===== config.mk =====
export PLATFORM = sky130hd
export DESIGN_NAME = conv5x5_mac
export DESIGN_NICKNAME = d
export VERILOG_FILES = /design/src/rtl/conv5x5_mac.sv
export SDC_FILE = /design/constraint.sdc
export NUM_CORES = 1
export LEC_CHECK = 0
export CAP_MARGIN = 20
export CELL_PAD_IN_SITES_DETAIL_PLACEMENT = 2
export CELL_PAD_IN_SITES_GLOBAL_PLACEMENT = 2
export CORE_MARGIN = 2
export CORE_UTILIZATION = 35
export DETAILED_ROUTE_END_ITERATION = 8
export GPL_ROUTABILITY_DRIVEN = 0
export PLACE_DENSITY = 0.79
export SETUP_SLACK_MARGIN = 0.3
export SLEW_MARGIN = 15
export SYNTH_ARGS = -nofsm -noshare
export SYNTH_HDL_FRONTEND = slang
export SYNTH_SLANG_ARGS = --single-unit

===== constraint.sdc =====
create_clock -name i_clk -period 9.4 [get_ports i_clk]
set_clock_uncertainty 0.15 [all_clocks]
set_input_delay 1.41 -clock i_clk [delete_from_list [all_inputs] [get_ports i_clk]]
set_output_delay 1.41 -clock i_clk [all_outputs]
set_load 0.005 [all_outputs]

===== src/rtl/conv5x5_mac.sv =====
// Serial 5x5 convolution MAC: accumulates TAPS pixel*weight pairs and emits (sum >>> SHIFT).
// Define CONV_MAC_ROUND_EN to add round-half-up (1 << (SHIFT-1)) before the final shift.
module conv5x5_mac #(
  parameter int D_W   = 8,
  parameter int K_W   = 8,
  parameter int TAPS  = 25,
  parameter int SHIFT = 2,
  parameter int O_W   = 19
) (
  input  logic           i_clk,
  input  logic           i_rst,
  input  logic           i_clear,
  input  logic           i_valid,
  output logic           o_ready,
  input  logic [D_W-1:0] i_pixel,
  input  logic [K_W-1:0] i_weight,
  output logic           o_valid,
  input  logic           i_ready,
  output logic [O_W-1:0] o_data,
  output logic           o_busy
);

  localparam int P_W   = D_W + K_W;
  localparam int ACC_W = D_W + K_W + 5;
  localparam int CNT_W = $clog2(TAPS + 1);
  localparam logic [CNT_W-1:0] LAST = CNT_W'(TAPS - 1);

  typedef enum logic [1:0] {S_IDLE, S_ACC, S_HOLD} state_t;

  state_t                   state_q, state_d;
  logic [CNT_W-1:0]         cnt_q, cnt_d;
  logic signed [ACC_W-1:0]  acc_q, acc_d;
  logic [O_W-1:0]           data_q, data_d;
  logic                     valid_q, valid_d;

  logic signed [P_W-1:0]    prod;
  logic signed [ACC_W-1:0]  prod_ext;
  logic signed [ACC_W-1:0]  sum;
  logic [O_W-1:0]           result;
  logic                     accept;

  assign prod     = P_W'($signed(i_pixel)) * P_W'($signed(i_weight));
  assign prod_ext = ACC_W'(prod);
  assign sum      = acc_q + prod_ext;

`ifdef CONV_MAC_ROUND_EN
  localparam int R_W = ACC_W + 1;
  logic signed [R_W-1:0] rsum;
  // One guard bit keeps the rounding increment from wrapping a near-max sum.
  assign rsum   = {sum[ACC_W-1], sum} + R_W'(1 << (SHIFT - 1));
  assign result = rsum[SHIFT +: O_W];
`else
  assign result = sum[SHIFT +: O_W];
`endif

  assign o_ready = !i_rst && (state_q != S_HOLD);
  assign accept  = i_valid && o_ready;
  assign o_valid = valid_q;
  assign o_data  = data_q;
  assign o_busy  = (state_q != S_IDLE);

  always_comb begin
    state_d = state_q;
    cnt_d   = cnt_q;
    acc_d   = acc_q;
    data_d  = data_q;
    valid_d = valid_q;
    unique case (state_q)
      S_IDLE: begin
        if (i_clear) begin
          cnt_d = '0;
        end else if (accept) begin
          acc_d   = prod_ext;
          cnt_d   = CNT_W'(1);
          state_d = S_ACC;
        end
      end
      S_ACC: begin
        if (i_clear) begin
          cnt_d   = '0;
          state_d = S_IDLE;
        end else if (accept) begin
          acc_d = sum;
          if (cnt_q == LAST) begin
            cnt_d   = '0;
            data_d  = result;
            valid_d = 1'b1;
            state_d = S_HOLD;
          end else begin
            cnt_d = cnt_q + CNT_W'(1);
          end
        end
      end
      S_HOLD: begin
        if (i_ready) begin
          valid_d = 1'b0;
          state_d = S_IDLE;
        end
      end
      default: state_d = S_IDLE;
    endcase
  end

  always_ff @(posedge i_clk) begin
    if (i_rst) begin
      state_q <= S_IDLE;
      cnt_q   <= '0;
      acc_q   <= '0;
      data_q  <= '0;
      valid_q <= 1'b0;
    end else begin
      state_q <= state_d;
      cnt_q   <= cnt_d;
      acc_q   <= acc_d;
      data_q  <= data_d;
      valid_q <= valid_d;
    end
  end

endmodule


==> results.py <==
metrics = {
    "status": {
        "status": "completed",
    },
    "pwr": {
        "p_leak_nw": 2.74,
        "p_seq_frac": 0.101,
        "power.internal_w": 0.00101,
        "swShare": 0.535,
        "p_per_area_nw_per_um2": 352,
        "combPwrFrac": 0.805,
        "ir_drop_v": 0.000195,
        "switching_power_w": 0.00117,
        "share_clk_of_total_power": 0.094,
    },
    "clock_network": {
        "post-cts-setup-buffers": 0,
        "cts_tree": "done",
        "clkSinkCount": 48,
        "clockBufferDepth": 2,
        "clock_latency_ns": 0.29,
        "numCtsBuffers": 5,
        "cts.clk_slew.worst_paths_ns": 0.07,
        "cts-resized-gates": 0,
        "clockRootBuffer": "clkbuf_16",
        "hold_buffers": 0,
        "htree_levels": 2,
    },
    "routing": {
        "first_pass_iters": 4,
        "routed-via-count": 4629,
        "postRouteAntennaNets": 0,
        "wl_per_cell_um": 17.0,
        "drt-initial-drc-count": 111,
        "routed_wl_mm": 15.0,
        "via_per_inst": 5.24,
        "drc": 0,
    },
    "yosys": {
        "synthDistinctLibCells": 51,
        "synth.top_cells.by_area": "fa_1 (21%), dfxtp_1 (18%), ha_1 (13%), inv_1 (6.6%), nand2_1 (5.5%)",
        "yosysMostFrequentCell": "inv_1",
        "synth_top_cell_area_share": 0.208,
        "synth_area_leader_cell": "fa_1",
        "synth_ff_type": "dfxtp_1",
        "synth_fp_nets": 790,
        "synthTopCellsByCount": "inv_1 (95), nand2_1 (79), a21oi_1 (58), fa_1 (56), ha_1 (54)",
        "synth-edff-count": 0,
        "synth_cells": 659,
        "yosys_warnings": 0,
        "avgSynthCellArea_um2": 8.19,
        "synthArstFlopShare": 0,
        "synth-seq-cells": 48,
        "yosysSeqAreaShare": 0.178,
        "syn-cell-area_um2": 5400,
    },
    "global_routing": {
        "grt_overflow": 0,
        "antenna_found_initial": 0,
        "grt_pass1_wl_mm": 25.7,
        "grt_max_degree": 38,
        "first_global_vias": 5205,
        "track_usage": 0.193,
    },
    "setup_path": {
        "startpoint_type": "input port",
        "ff2ff_setup_slack_ns": 6.34,
        "worstPathRequired_ns": 9.46,
        "path_delay_family": "adder cells",
        "arrival_ns": 8.29,
        "critPathBufInv": 4,
        "slowest_delay_ns": 0.76,
        "cpMostUsedCell": "fa_1",
        "critPathSlowestCell": "o311ai_0",
        "crit_chain": "clkdlybuf4s50_1, nand2b_1, fa_1, fa_1, inv_1, fa_1, inv_1, fa_1, inv_1, ha_1, nand2_1, o21ai_1, nor4_1, o21ai_1, o31ai_1, xnor2_1, ha_1, and3_1, and2_1, a21oi_1, o311ai_0, a21oi_1, a21oi_1",
        "cp_max_fo": 11,
        "end_kind": "flop",
        "worstSetupPathType": "in -> reg",
    },
    "final_layout": {
        "final_util": 0.409,
        "syn_to_final_growth_pct": 14.6,
        "n_antenna_cell": 0,
        "final_nets": 825,
        "drive_above_1_share": 0.0259,
    },
    "place": {
        "dp_slack_ns": 0.822,
        "port_buffers": 42,
        "dpl.hpwl_mm": 12.6,
    },
    "sta": {
        "relSlewSlack": 0.360,
        "finalHoldViolCount": 0,
        "tns_ns": 0,
        "period_needed_ns": 8.23,
        "layout_setup_ws_ns": 1.17,
        "final-setup-viol-count": 0,
        "worst_slew_pin_slew_ns": 0.954,
        "rsz0062_at_grt": "false",
        "min_period_over_period": 0.875,
        "slew_violations": 0,
        "fmax_mhz": 122,
    },
    "run": {
        "cap_viol_max_count": 0,
    },
    "hold_path": {
        "hold_class": "reg -> reg",
    },
    "floorplan": {
        "die_y_um": 128,
        "num_io_pins": 43,
        "die_w_um": 128,
        "num_rows": 45,
        "core_um2": 15100,
        "dieArea_um2": 16400,
        "start_util": 0.357,
    },
}
cells in the final DEF (no fill, tap or decap), types with 3 or more instances in the layout:
cell type	netlist	layout
a211oi_1	6	6
o21a_1	6	6
nand2b_1	5	5
nand3b_1	3	3
inv_1	95	95
nor2b_1	13	13
nor2_1	40	40
a21oi_1	58	58
a21o_1	9	9
xor2_1	14	14
nand3_1	7	7
fa_1	56	56
o221ai_1	3	3
and2_1	47	48
dfxtp_1	48	48
o21ai_1	5	5
clkbuf_16	0	5
buf_4	0	4
clkdlybuf4s50_1	0	42
nand2_1	79	79
a311oi_1	7	7
o21ai_0	26	26
xnor2_1	22	22
ha_1	54	54
nor3_1	3	3
final timing paths:
path          startpoint    endpoint  cells past startpoint
max          i_weight[7]   acc_q[19]                     23
min           o_data[12]  o_data[12]                      2
max reg2reg     acc_q[0]  o_data[16]                     11
min reg2reg   o_data[12]  o_data[12]                      2
power by group through the flow:
stage | registers, W | clock network [W] | logic [W]
2_1_floorplan | 0.000222 | 0 | 0.00132
3_3_place_gp | 0.000224 | 0 | 0.00166
3_5_place_dp | 0.000224 | 0 | 0.00176
4_1_cts | 0.000220 | 0.000211 | 0.00177
5_1_grt | 0.000221 | 0.000221 | 0.00199
6_report | 0.000220 | 0.000206 | 0.00175
routing by layer:
metal  track usage  vias up  share of wire
li1              -     2221              -
met1         0.229     2337           0.44
met2         0.374       57           0.53
met3        0.0150       14          0.017
met4        0.0414        0          0.014
met5             0        -              0
stage by stage:
step                power [W]  cells  hold slack [ns]  area, um2
finish                0.00218    883            0.313       6190
global route          0.00243    883            0.343       6190
CTS                   0.00220    883            0.315       6190
detailed placement    0.00199    875            0.304       6020
global placement      0.00189    875            0.295       6020
floorplan             0.00154    659            0.286       5400
logic make-up after synthesis:
logic type	share of synthesized area
adder cells (fa/ha/maj)	0.333
AO/OA/AOI/OAI	0.156
XOR/XNOR	0.0584
buffers and inverters	0.0785
AND/OR/NAND/NOR	0.192
flip-flops	0.178
multiplexers	0.00394
state kept, by name (all words and copies together) (netlist names):
name and flops:
o_data 19, o_valid 1, acc_q 21, state_q 2, cnt_q 5
worst register-to-register path: stages, from the launching register on:
cell and delay [ns]:
dfxtp_1 0.32, ha_1 0.23, fa_1 0.42, a21oi_1 0.34, o21ai_1 0.13, and3_4 0.23, nor2_4 0.11, o21bai_1 0.11
a221o_1 0.38, a21oi_2 0.17, xor2_1 0.25, o21ai_1 0.09
layout make-up:
type                            instances  area [um2]
Clock buffer                            6         129
Clock inverter                          2        35.0
Fill cell                            1740        8960
Inverter                               95         357
Multi-Input combinational cell        498        4020
Sequential cell                        48         961
Tap cell                              188         235
Timing Repair Buffer                   46         450
(Power assumes the default switching activity.)
